--- src/rtl/pacman_pkg.sv ---
// Shared palette constants, ghost mode encoding and colour-selection helper.
// Latency: n/a (package only).
// Backpressure: n/a (package only).
package pacman_pkg;

    localparam logic [2:0] IDX_BLACK  = 3'd0;
    localparam logic [2:0] IDX_YELLOW = 3'd1;
    localparam logic [2:0] IDX_RED    = 3'd2;
    localparam logic [2:0] IDX_WHITE  = 3'd3;
    localparam logic [2:0] IDX_BLUE   = 3'd4;
    localparam logic [2:0] IDX_PINK   = 3'd5;
    localparam logic [2:0] IDX_CYAN   = 3'd6;
    localparam logic [2:0] IDX_ORANGE = 3'd7;

    typedef enum logic [1:0] {
        NORMAL = 2'd0,
        FRIGHT = 2'd1,
        FLASH  = 2'd2
    } ghost_mode_t;

    // An eaten ghost is drawn in its own colour even while the others are blue.
    function automatic logic [2:0] ghost_colour(input ghost_mode_t mode,
                                                input logic        eaten,
                                                input logic        flash_ph,
                                                input logic [2:0]  own_idx);
        logic [2:0] idx;
        idx = own_idx;
        if (!eaten) begin
            if (mode == FRIGHT) begin
                idx = IDX_BLUE;
            end else if (mode == FLASH) begin
                idx = flash_ph ? IDX_WHITE : IDX_BLUE;
            end
        end
        return idx;
    endfunction

endpackage

--- src/rtl/ghost_palette_ctrl_frame_divider.sv ---
// Tick-enabled modulo-N counter: pulse_o fires on the enabled tick that completes N ticks.
// Latency: pulse_o is combinational from en_i/clr_i and the registered count.
// Backpressure: none; en_i low holds the count, clr_i restarts it from zero.
module frame_divider #(
    parameter int N = 2
) (
    input  logic clk_i,
    input  logic reset_i,
    input  logic clr_i,
    input  logic en_i,
    output logic pulse_o
);

    localparam int W = (N > 1) ? $clog2(N) : 1;

    logic [W-1:0] cnt_q;
    logic [W-1:0] cnt_d;
    logic         at_end;

    assign at_end  = (cnt_q == W'(N - 1));
    assign pulse_o = en_i & ~clr_i & at_end;

    // Count enabled ticks, wrapping to zero on the terminal count.
    always_comb begin
        cnt_d = cnt_q;
        if (clr_i) begin
            cnt_d = '0;
        end else if (en_i) begin
            cnt_d = at_end ? '0 : cnt_q + W'(1);
        end
    end

    // Count register with synchronous reset.
    always_ff @(posedge clk_i) begin
        if (reset_i) begin
            cnt_q <= '0;
        end else begin
            cnt_q <= cnt_d;
        end
    end

endmodule

--- src/rtl/ghost_palette_ctrl.sv ---
// Ghost palette sequencer (normal / frightened / flashing) plus power-pellet blink enable.
// Latency: outputs are registered from next-state, so they change on the edge that samples the cause.
// Backpressure: none; freeze holds all counters while energizer/ghost_eaten are still taken.
// Optional pellet blinking is built when GHOST_PALETTE_PELLET_BLINK_EN is defined.
module ghost_palette_ctrl
    import pacman_pkg::*;
#(
    parameter int FRIGHT_FRAMES = 360,
    parameter int FLASH_FRAMES  = 120,
    parameter int FLASH_PERIOD  = 12,
    parameter int BLINK_PERIOD  = 10,
    parameter int CNT_W         = 9
) (
    input  logic       clk,
    input  logic       reset,
    input  logic       frame_tick,
    input  logic       freeze,
    input  logic       energizer,
    input  logic [2:0] ghost_eaten,
    output logic [2:0] blinky_idx,
    output logic [2:0] pinky_idx,
    output logic [2:0] inky_idx,
    output logic       fright_active,
    output logic       pellet_visible
);

    // Elaboration-time parameter sanity.
    if (FLASH_FRAMES >= FRIGHT_FRAMES) begin : g_bad_flash
        $error("FLASH_FRAMES must be smaller than FRIGHT_FRAMES");
    end
    if (FRIGHT_FRAMES >= (1 << CNT_W)) begin : g_bad_width
        $error("CNT_W too narrow for FRIGHT_FRAMES");
    end
    if (FLASH_PERIOD < 1 || BLINK_PERIOD < 1) begin : g_bad_period
        $error("FLASH_PERIOD and BLINK_PERIOD must be at least 1");
    end

    ghost_mode_t      state_q, state_d;
    logic [CNT_W-1:0] cnt_q, cnt_d;
    logic [2:0]       mask_q, mask_d;
    logic             flash_ph_q, flash_ph_d;
    logic             flash_clr, flash_pulse;
    logic [2:0]       blinky_q, pinky_q, inky_q;
    logic             fright_q;
    logic             tick;

    assign tick = frame_tick & ~freeze;

    // Mode/counter/eaten-mask next state; energizer overrides tick and ghost_eaten.
    always_comb begin
        state_d = state_q;
        cnt_d   = cnt_q;
        mask_d  = mask_q;
        if (energizer) begin
            state_d = FRIGHT;
            cnt_d   = CNT_W'(FRIGHT_FRAMES);
            mask_d  = '0;
        end else if (state_q != NORMAL) begin
            mask_d = mask_q | ghost_eaten;
            if (tick) begin
                if (cnt_q != '0) begin
                    cnt_d = cnt_q - CNT_W'(1);
                end
                // cnt<=1 rather than ==1 so a degenerate count can never strand FLASH.
                if (state_q == FRIGHT && cnt_q == CNT_W'(FLASH_FRAMES + 1)) begin
                    state_d = FLASH;
                end else if (state_q == FLASH && cnt_q <= CNT_W'(1)) begin
                    state_d = NORMAL;
                    cnt_d   = '0;
                    mask_d  = '0;
                end
            end
        end
    end

    // The flash divider only runs while FLASH persists; any entry restarts it at phase 0.
    assign flash_clr = !(state_q == FLASH && state_d == FLASH);

    frame_divider #(
        .N (FLASH_PERIOD)
    ) u_flash_div (
        .clk_i   (clk),
        .reset_i (reset),
        .clr_i   (flash_clr),
        .en_i    (tick),
        .pulse_o (flash_pulse)
    );

    // Flash phase toggles on each completed half-cycle, forced blue outside FLASH.
    always_comb begin
        flash_ph_d = 1'b0;
        if (!flash_clr) begin
            flash_ph_d = flash_ph_q ^ flash_pulse;
        end
    end

    // State, counters and registered colour outputs derived from next state.
    always_ff @(posedge clk) begin
        if (reset) begin
            state_q    <= NORMAL;
            cnt_q      <= '0;
            mask_q     <= '0;
            flash_ph_q <= 1'b0;
            blinky_q   <= IDX_RED;
            pinky_q    <= IDX_PINK;
            inky_q     <= IDX_CYAN;
            fright_q   <= 1'b0;
        end else begin
            state_q    <= state_d;
            cnt_q      <= cnt_d;
            mask_q     <= mask_d;
            flash_ph_q <= flash_ph_d;
            blinky_q   <= ghost_colour(state_d, mask_d[0], flash_ph_d, IDX_RED);
            pinky_q    <= ghost_colour(state_d, mask_d[1], flash_ph_d, IDX_PINK);
            inky_q     <= ghost_colour(state_d, mask_d[2], flash_ph_d, IDX_CYAN);
            fright_q   <= (state_d != NORMAL);
        end
    end

    assign blinky_idx    = blinky_q;
    assign pinky_idx     = pinky_q;
    assign inky_idx      = inky_q;
    assign fright_active = fright_q;

`ifdef GHOST_PALETTE_PELLET_BLINK_EN
    logic blink_pulse;
    logic pellet_q;

    frame_divider #(
        .N (BLINK_PERIOD)
    ) u_blink_div (
        .clk_i   (clk),
        .reset_i (reset),
        .clr_i   (1'b0),
        .en_i    (tick),
        .pulse_o (blink_pulse)
    );

    // Pellet visibility starts on and flips every BLINK_PERIOD ticks.
    always_ff @(posedge clk) begin
        if (reset) begin
            pellet_q <= 1'b1;
        end else if (blink_pulse) begin
            pellet_q <= ~pellet_q;
        end
    end

    assign pellet_visible = pellet_q;
`else
    assign pellet_visible = 1'b1;
`endif

endmodule

--- config.mk ---
export PLATFORM = sky130hd
export DESIGN_NAME = ghost_palette_ctrl
export DESIGN_NICKNAME = d
export VERILOG_FILES = /design/src/rtl/pacman_pkg.sv /design/src/rtl/ghost_palette_ctrl_frame_divider.sv /design/src/rtl/ghost_palette_ctrl.sv
export SDC_FILE = /design/constraint.sdc
export NUM_CORES = 1
export LEC_CHECK = 0
export ABC_AREA = 0
export BUFFER_PORTS_ARGS = -buffer_cell sky130_fd_sc_hd__buf_4
export CORE_MARGIN = 1
export CORE_UTILIZATION = 30
export CTS_BUF_LIST = sky130_fd_sc_hd__clkbuf_8
export CTS_CLUSTER_DIAMETER = 120
export DETAILED_ROUTE_END_ITERATION = 8
export PLACE_DENSITY = 0.46
export RECOVER_POWER = 50
export SLEW_MARGIN = 20
export SYNTH_ARGS = -nofsm -noshare
export SYNTH_HDL_FRONTEND = slang
export SYNTH_SLANG_ARGS = --single-unit
--- constraint.sdc ---
create_clock -name clk -period 2.2 [get_ports clk]
set_input_delay 0 -clock clk [delete_from_list [all_inputs] [get_ports clk]]
set_output_delay 0 -clock clk [all_outputs]
set_load 0.1 [all_outputs]
# Word-level counts from Yosys, hierarchy flattened
# Index checks and enable logic that the tools add are counted.
dict set report totals {
  register_bits 29
  input_bits 8
  out_inout_bits 11
  elab_cells 73
}
dict set report op_classes {
  addsub 2
  order_cmp 1
  eq_ne 6
  muxes 25
  bitwise 8
  reduce_logical 18
}
# op n
set ops {}
lappend ops {{9-bit 2-to-1 mux} 6}
lappend ops {{3-bit 2-to-1 mux} 8}
lappend ops {{2-bit 2-to-1 mux} 7}
lappend ops {{4-bit OR reduction} 3}
lappend ops {{2-bit OR reduction} 5}
lappend ops {{9-bit by 7-bit equality test with 1-bit output (second input constant)} 1}
lappend ops {{9-bit by 1-bit <= comparator with 1-bit output (second input constant)} 1}
lappend ops {{9-bit nonzero test} 1}
lappend ops {{9-bit by 1-bit subtractor with 9-bit output (second input constant)} 1}
lappend ops {{2-bit nonzero test} 4}
lappend ops {{4-bit by 1-bit adder with 4-bit output (second input constant)} 1}
lappend ops {{2-bit by 1-bit equality test with 1-bit output (second input constant)} 2}
lappend ops {{2-bit equality test (second input constant)} 2}
lappend ops {{4-bit equality test (second input constant)} 1}
lappend ops {{4-bit 2-to-1 mux} 1}
lappend ops {{2-bit AND reduction} 2}
lappend ops {{1-bit AND} 3}
lappend ops {{1-bit logical AND} 3}
lappend ops {{1-bit 2-to-1 mux} 3}
lappend ops {{1-bit inverter} 3}
lappend ops {{3-bit OR} 1}
lappend ops {{1-bit XOR} 1}

# Depth between registers and ports, before layout
# Gate-level depths: netlist (run 1).
dict set report logic_depth {
  depth_word 16
  mapped_depth 7
  depth_no_buf 6
}

# Modules after synthesis
# A second synthesis (run 1) with hierarchy kept.
dict set report hier_totals {
  cells_unflattened 151
  area_unflattened_um2 1375.1
}
# mod instances cells_each area_per_inst_um2 seq_area_each_um2
set modules_own_cells {}
lappend modules_own_cells {ghost_palette_ctrl 1 132 1197.4 500.5}
lappend modules_own_cells {frame_divider 1 19 177.7 80.1}

# Worst setup path before layout (run 1)
# OpenSTA, ideal clock, no wires.
dict set report synth_path {
  path_kind {register -> register}
  start {register cnt_q[1]}
  end {register inky_q[2], in the netlist inky_idx[2]}
  setup_ps 127
  arrival_ps 1749
  t_required_ps 2073
  path_slack_ps 324
  stages_incl_launch_ff 8
  n_path_buf 1
  synth_period_minus_slack_ps 1876
  path_cell_list {dfxtp_1 > inv_1 > ha_1 > o21bai_1 > and4_1 > or3_1 > buf_6 > or3_1}
}
dict set report synth_via {
  elab_chain_len 14
  word_cells_on_any_way 24
  classes_between {order compare (1); eq/ne (3); mux (12); bitwise (4); reduce/logical (4)}
}
# item line
set synth_rtl {}
lappend synth_rtl {{start, declared} ghost_palette_ctrl.sv:39} ;# logic [CNT_W-1:0] cnt_q, cnt_d;
lappend synth_rtl {{start signal, assigned} ghost_palette_ctrl.sv:110} ;# cnt_q <= cnt_d;
lappend synth_rtl {{9-bit by 1-bit <= comparator with 1-bit output} ghost_palette_ctrl.sv:67} ;# end else if (state_q == FLASH && cnt_q <= CNT_W'(1)) begin
lappend synth_rtl {{1-bit logical AND} ghost_palette_ctrl.sv:67}
lappend synth_rtl {{2-bit 2-to-1 mux} ghost_palette_ctrl.sv:67}
lappend synth_rtl {{2-bit 2-to-1 mux} ghost_palette_ctrl.sv:65} ;# if (state_q == FRIGHT && cnt_q == CNT_W'(FLASH_FRAMES + 1)) begin
lappend synth_rtl {{2-bit 2-to-1 mux} ghost_palette_ctrl.sv:60} ;# if (tick) begin
lappend synth_rtl {{2-bit 2-to-1 mux} ghost_palette_ctrl.sv:58} ;# end else if (state_q != NORMAL) begin
lappend synth_rtl {{2-bit 2-to-1 mux} ghost_palette_ctrl.sv:54} ;# if (energizer) begin
lappend synth_rtl {{2-bit equality test} {pacman_pkg.sv:31, ghost_palette_ctrl.sv:77}}
lappend synth_rtl {{1-bit logical AND} ghost_palette_ctrl.sv:77} ;# assign flash_clr = !(state_q == FLASH && state_d == FLASH);
lappend synth_rtl {{1-bit AND (2 in series)} ghost_palette_ctrl_frame_divider.sv:21} ;# assign pulse_o = en_i & ~clr_i & at_end;
lappend synth_rtl {{1-bit XOR} ghost_palette_ctrl.sv:93} ;# flash_ph_d = flash_ph_q ^ flash_pulse;
lappend synth_rtl {{1-bit 2-to-1 mux} ghost_palette_ctrl.sv:92} ;# if (!flash_clr) begin
lappend synth_rtl {{3-bit 2-to-1 mux} pacman_pkg.sv:32} ;# idx = flash_ph ? IDX_WHITE : IDX_BLUE;
lappend synth_rtl {{end signal, assigned} ghost_palette_ctrl.sv:115} ;# inky_q <= ghost_colour(state_d, mask_d[2], flash_ph_d, IDX_CYAN);
lappend synth_rtl {{end, declared} ghost_palette_ctrl.sv:43} ;# logic [2:0] blinky_q, pinky_q, inky_q;
# Several ways; a longest one is shown, not always the timed one.
# A chain may end at the register's enable or synchronous reset.

# Final worst setup path (run 1)
# Ends and elaborated chain as after synthesis.

==> results of run 1 <==
-- layout by cell type (no fill, tap or decap), types with 3 or more instances in the layout --
cell type / instances
nand4_1: 5
dfxtp_1: 29
a21oi_1: 17
nand3_1: 4
clkbuf_8: 5
ha_1: 4
nor2_1: 9
buf_4: 9
a21o_1: 4
a2111oi_0: 4
nand2b_1: 7
nor3_1: 7
nor4b_1: 3
nor2b_1: 5
or3_1: 7
nand2_1: 11
inv_1: 4
clkbuf_1: 11
-- sequential cells by signal, indices dropped and copies added (netlist names) --
signal and cells:
cnt_q 9, fright_active 1, pinky_idx 3, state_q 2, u_flash_div.cnt_q 4, flash_ph_q 1
blinky_idx 3, mask_q 3, inky_idx 3
-- repair_timing --
action                                  CTS  global route
endpoints found under the setup margin    0             0
hold buffers                              1             0
hold endpoints to repair                  4             0
-- cells by family after synthesis --
kind of cell | after synthesis | share of synthesized area
XOR/XNOR | 1 | 0.00597
adder cells (fa/ha/maj) | 4 | 0.0341
other | 1 | 0.00256
AO/OA/AOI/OAI | 45 | 0.211
flip-flops | 29 | 0.396
buffers and inverters | 12 | 0.0460
AND/OR/NAND/NOR | 76 | 0.304
-- synthesized netlist by cell type, drive strengths merged, types with 2 or more instances --
library cell,number
dfxtp,29
a21oi,17
nand2,11
nor2,9
nor3,8
nand2b,7
or3,7
buf,5
nand4,5
nor2b,5
a2111oi,4
a21o,4
ha,4
inv,4
nand3,4
clkbuf,3
nor4b,3
or2,3
a2111o,2
a211o,2
a31oi,2
and2,2
and4,2
o211ai,2
o21ai,2
o31ai,2
or4,2
-- where the power goes --
group,internal (uW),switching (uW)
sequential,544,16.3
combinational,54.6,136
clock,218,222
-- area by class of cell --
type,instances,area share
sequential,29,0.341
clock buffer,5,0.0404
tap,67,0.0492
timing repair buffer,21,0.0698
multi-input combinational,127,0.481
clock inverter,3,0.0103
inverter,4,0.00881
-- worst max-delay path by stage --
| stage | cells past startpoint | start | to |
|---|---|---|---|
| 2_1_floorplan | 7 | cnt_q[1]$_SDFFE_PP0P_ | inky_idx[2]$_SDFF_PP1_ |
| 3_3_place_gp | 6 | cnt_q[1]$_SDFFE_PP0P_ | inky_idx[2]$_SDFF_PP1_ |
| 3_5_place_dp | 6 | cnt_q[1]$_SDFFE_PP0P_ | inky_idx[2]$_SDFF_PP1_ |
| 4_1_cts | 6 | cnt_q[1]$_SDFFE_PP0P_ | inky_idx[2]$_SDFF_PP1_ |
| 5_1_grt | 6 | cnt_q[1]$_SDFFE_PP0P_ | inky_idx[2]$_SDFF_PP1_ |
| 6_report | 6 | cnt_q[1]$_SDFFE_PP0P_ | inky_idx[2]$_SDFF_PP1_ |
-- worst max-delay path, cell delays in order (launching register included) --
cell,delay [ns]
dfxtp_1,0.37
inv_1,0.11
ha_1,0.20
o21bai_1,0.21
and4_1,0.24
or3_1,0.38
or3_1,0.36
-- stage by stage --
stage          setup slack (ns)  hold WS (ns)  area (sq um)  power [uW]   util
3_3_place_gp              0.301         0.271          1650         768  0.349
5_1_grt                   0.125        0.0345          1700        1250  0.361
4_1_cts                   0.219        0.0248          1750        1210  0.370
3_5_place_dp              0.254         0.280          1650         767  0.349
6_report                  0.213        0.0235          1700        1190  0.361
2_1_floorplan             0.324         0.195          1470         720      -
-- layer usage --
layer / GRT usage / part of all wire / vias to the layer above
met4: 0.0523 / 0.0088 / 0
met3: 0.0417 / 0.048 / 4
li1: - / - / 673
met1: 0.193 / 0.48 / 634
met5: 0 / 0 / -
met2: 0.253 / 0.46 / 32
==> summary.txt, run 1 <==
CTS Sinks = 29
CP Data Required Time = 2.37 ns
Reg2reg setup slack = 0.21 ns
WS Path Type = reg -> reg
Flops & latches, synth = 29
Synth Warn # = 0
Initial antenna violation count = 0
DIE WIDTH = 71.9 um
Worst hold start = energizer
Diode count = 0
Cell count after synthesis = 168
Synth top area share = 0.396
Unrepaired setup endpoints after global routing = no
Leakage = 0.000600 uW
Setup violations, final = 0
Hold EP = fright_active$_SDFF_PP0_
Share of cells above drive strength 1 = 0.111
IO Pins = 19
Reg clk slew, reported paths = 0.07 ns
Top area cells in the synthesized netlist = dfxtp_1 (40%), a21oi_1 (5.8%), ha_1 (3.4%)
Max_slew headroom = 0.217
Clk_skew = 0.00590 ns
Synthesized net count = 180
IO Port Bufs = 17
Die ar. = 5180 sq um
GPL Wtd Cong = 0.904
Worst setup EP type = flop
Clock Path Buffers = 2
Startpoint types = flop
First-pass GRT wire length = 6.04 mm
RR Endpoint = inky_idx[2]$_SDFF_PP1_
Initial drt markers = 50
Synth cell types = 51
ANT nets after route = 0
CTS tree = yes
Setup bufs post-CTS = 0
Worst r2r src = cnt_q[1]$_SDFFE_PP0P_
Final hold vios = 0
Post-cts resize count = 0
Die height = 71.9 um
Synthesized cell area = 1470 sq um
Final HPWL DP = 2.66 mm
Vias in the first global route = 1237
Fin crit period = 1.99 ns
Hold WC Path Type = in -> reg
Synth area leader = dfxtp_1
Async S/R FF share, synth = 0
CORE AREA = 4720 sq um
Routed wire length = 3.64 mm
Skew-Pair Late Insertion Delay = 0.29 ns
Outcome = completed
Pin count of the biggest net entering global routing = 15
Number of CTS-inserted buffers = 5
Vias = 1343
Crit path DAT = 2.15 ns
GRT Total Usage = 0.153
Clock root cell = clkbuf_8
# DRC = 0
Area of the multi-input gates = 820 sq um
Average wire per standard cell = 14.2 um
R2R cell count = 6
Area Overhead vs Synth = 16.1%
Nets = 200
Placed Cells = 247
Hold depth = 3
Initial Util = 0.311
Worst slew pin tran = 1.18 ns
EDFF count, synth = 0
Fillers = 503
Syn Area/Cell = 8.74 sq um
Via-to-Cell Ratio = 5.25
H-tree depth = 2
DR pass1 iterations = 4
Remaining Overflow, GRT = 0
PD cells = 699 nW/um^2
Post-Layout Cell Count = 256
Fin crit share = 0.903
Final Slew Violations = 0
Most common flop cell mapped by yosys = dfxtp_1
Sequential cell area fraction in the yosys report = 0.396
Max cap viols = 0
Num rows = 25
Max FO, Critical Path = 5
Fmax = 503 MHz
Setup TNS = 0 ns
Reg area = 581 sq um
VDD IR max = 0.328 mV
Note: power is estimated with default switching activity, not from simulation.
==> run 2: changes to the inputs <==
--- a/config.mk
+++ b/config.mk
@@ -7,12 +7,13 @@
 export LEC_CHECK = 0
 export ABC_AREA = 0
 export BUFFER_PORTS_ARGS = -buffer_cell sky130_fd_sc_hd__buf_4
+export CORE_ASPECT_RATIO = 0.8
 export CORE_MARGIN = 1
 export CORE_UTILIZATION = 30
 export CTS_BUF_LIST = sky130_fd_sc_hd__clkbuf_8
 export CTS_CLUSTER_DIAMETER = 120
 export DETAILED_ROUTE_END_ITERATION = 8
-export PLACE_DENSITY = 0.46
+export PLACE_DENSITY = 0.48
 export RECOVER_POWER = 50
 export SLEW_MARGIN = 20
 export SYNTH_ARGS = -nofsm -noshare
==> constraint.sdc (replaced) <==
create_clock -name clk -period 1.7 [get_ports clk]
set_input_delay 0 -clock clk [delete_from_list [all_inputs] [get_ports clk]]
set_output_delay 0 -clock clk [all_outputs]
set_load 0.1 [all_outputs]
==> run 2 against run 1 <==
  * The run now ends with negative setup slack left
  * Setup slack got worse by 0.24 ns
  * Wire length increased by 13%
  * Global-route usage increased by 1.7 points
  * Largest cell class unchanged
  * Register-to-register slack got worse by 0.24 ns
==> summary.txt, run 2 (synthesis gave the netlist of run 1 again) <==
Die ar. = 5180 sq um
Fmax = 578 MHz
Worst setup EP type = flop
Top reg by flops = cnt_q
Hold WC Path Type = in -> reg
Routed wire length = 4.10 mm
Via-to-Cell Ratio = 5.21
IO Port Bufs = 17
Violated checks = negative setup slack
Initial Util = 0.315
Max cap viols = 0
Final Cell Area = 2110 sq um
Vias in the first global route = 1367
Final HPWL DP = 2.94 mm
Most frequent cells in the layout = buf_4 (40), dfxtp_1 (24), a21oi_1 (14)
Reg2reg setup slack = -0.03 ns
Worst slew pin tran = 0.547 ns
Dpl cell area = 1910 sq um
CTS Sinks = 29
Final hold vios = 0
Vias = 1469
DR pass1 iterations = 4
Clock power frac = 0.377
Initial antenna violation count = 0
Fin crit period = 1.73 ns
Reg clk slew, reported paths = 0.07 ns
CP Data Required Time = 1.87 ns
DIE WIDTH = 80.2 um
Part of the power in registers = 0.430
Die height = 64.6 um
Setup violations, final = 1
Clock Path Buffers = 2
WS Path Type = reg -> reg
GPL Wtd Cong = 0.832
Number of CTS-inserted buffers = 5
First-pass GRT wire length = 6.62 mm
Nets = 233
Share of cells above drive strength 1 = 0.410
Initial drt markers = 56
Worst setup margin = -0.0291 ns
IO Pins = 19
Leakage = 0.000816 uW
PD cells = 799 nW/um^2
H-tree depth = 2
Clk_skew = 0.00665 ns
NetSw = 494 uW
Crit path DAT = 1.90 ns
CORE AREA = 4650 sq um
P_int = 1190 uW
Outcome = finished with violations
# DRC = 0
Switching part of the total = 0.293
Remaining Overflow, GRT = 0
ANT nets after route = 0
Unrepaired setup endpoints after global routing = yes
Comb power frac = 0.193
Most common cell after layout, fill and taps aside = buf_4
Final Slew Violations = 0
Diode count = 0
Total power draw = 1680 uW
Max_slew headroom = 0.637
Clock root cell = clkbuf_8
CTS tree = yes
VDD IR max = 0.430 mV
Num rows = 22
Skew-Pair Late Insertion Delay = 0.28 ns
Hold depth = 3
Pre-CTS WS = -0.0794 ns
Max reg flops = 9
Max FO, Critical Path = 4
Average wire per standard cell = 14.5 um
GRT Total Usage = 0.170
Pin count of the biggest net entering global routing = 15
R2R cell count = 7
Fin crit share = 1.02
Area Overhead vs Synth = 43.6%
Startpoint types = flop
Top flop regs = cnt_q: 9 flops, u_flash_div.cnt_q: 4 flops
Final hold slack = 0.0810 ns
## run 2: power groups by stage
stage	logic, uW	clock network (uW)	registers [uW]
finish	324	635	723
global route	346	688	725
CTS	311	654	721
detailed placement	306	0	736
global placement	306	0	735
floorplan	127	0	807
## run 2: critical path, stage by stage (launching register included)
cell,delay [ns]
dfxtp_2,0.35
inv_4,0.05
ha_4,0.15
o21bai_4,0.17
and4_1,0.19
buf_4,0.14
a2111o_1,0.37
and3_1,0.20
## run 2: worst paths after layout
check,end,startpoint
worst min register to register,u_flash_div.cnt_q[2]$_SDFFE_PP0P_,u_flash_div.cnt_q[2]$_SDFFE_PP0P_
worst min-delay path,fright_active$_SDFF_PP0_,energizer
worst max register to register,blinky_idx[1]$_SDFF_PP1_,cnt_q[1]$_SDFFE_PP0P_
worst max-delay path,blinky_idx[1]$_SDFF_PP1_,cnt_q[1]$_SDFFE_PP0P_
## run 2: routing by layer
metal	track usage	routed length (um)	vias to the layer above
met5	0	0	-
met4	0.0603	45	0
met3	0.0394	220	4
met2	0.243	1680	46
met1	0.245	2150	683
li1	-	-	736
## run 2: per-stage QoR
stage | setup TNS, ns | util | instances
finish | -0.0291 | 0.453 | 282
global route | -0.201 | 0.453 | 282
CTS | -0.0115 | 0.438 | 282
detailed placement | -0.238 | 0.410 | 272
global placement | -0.143 | 0.410 | 272
floorplan | -0.324 | - | 168
## run 2: timing repair
item / CTS / global route
pin swaps: 6 / 5
hold buffers: 1 / 0
resized for setup: 7 / 24
hold endpoints to repair: 4 / 0
buffers inserted: 1 / 0
endpoints found under the setup margin: 13 / 21
## run 2: final cells by class
cell class                      instances  area (sq um)
Sequential cell                        29           589
Fill cell                             478          2540
Multi-Input combinational cell        127           943
Clock buffer                            7          96.3
Clock inverter                          1          5.00
Inverter                                4          17.5
Timing Repair Buffer                   54           380
Tap cell                               60          75.1
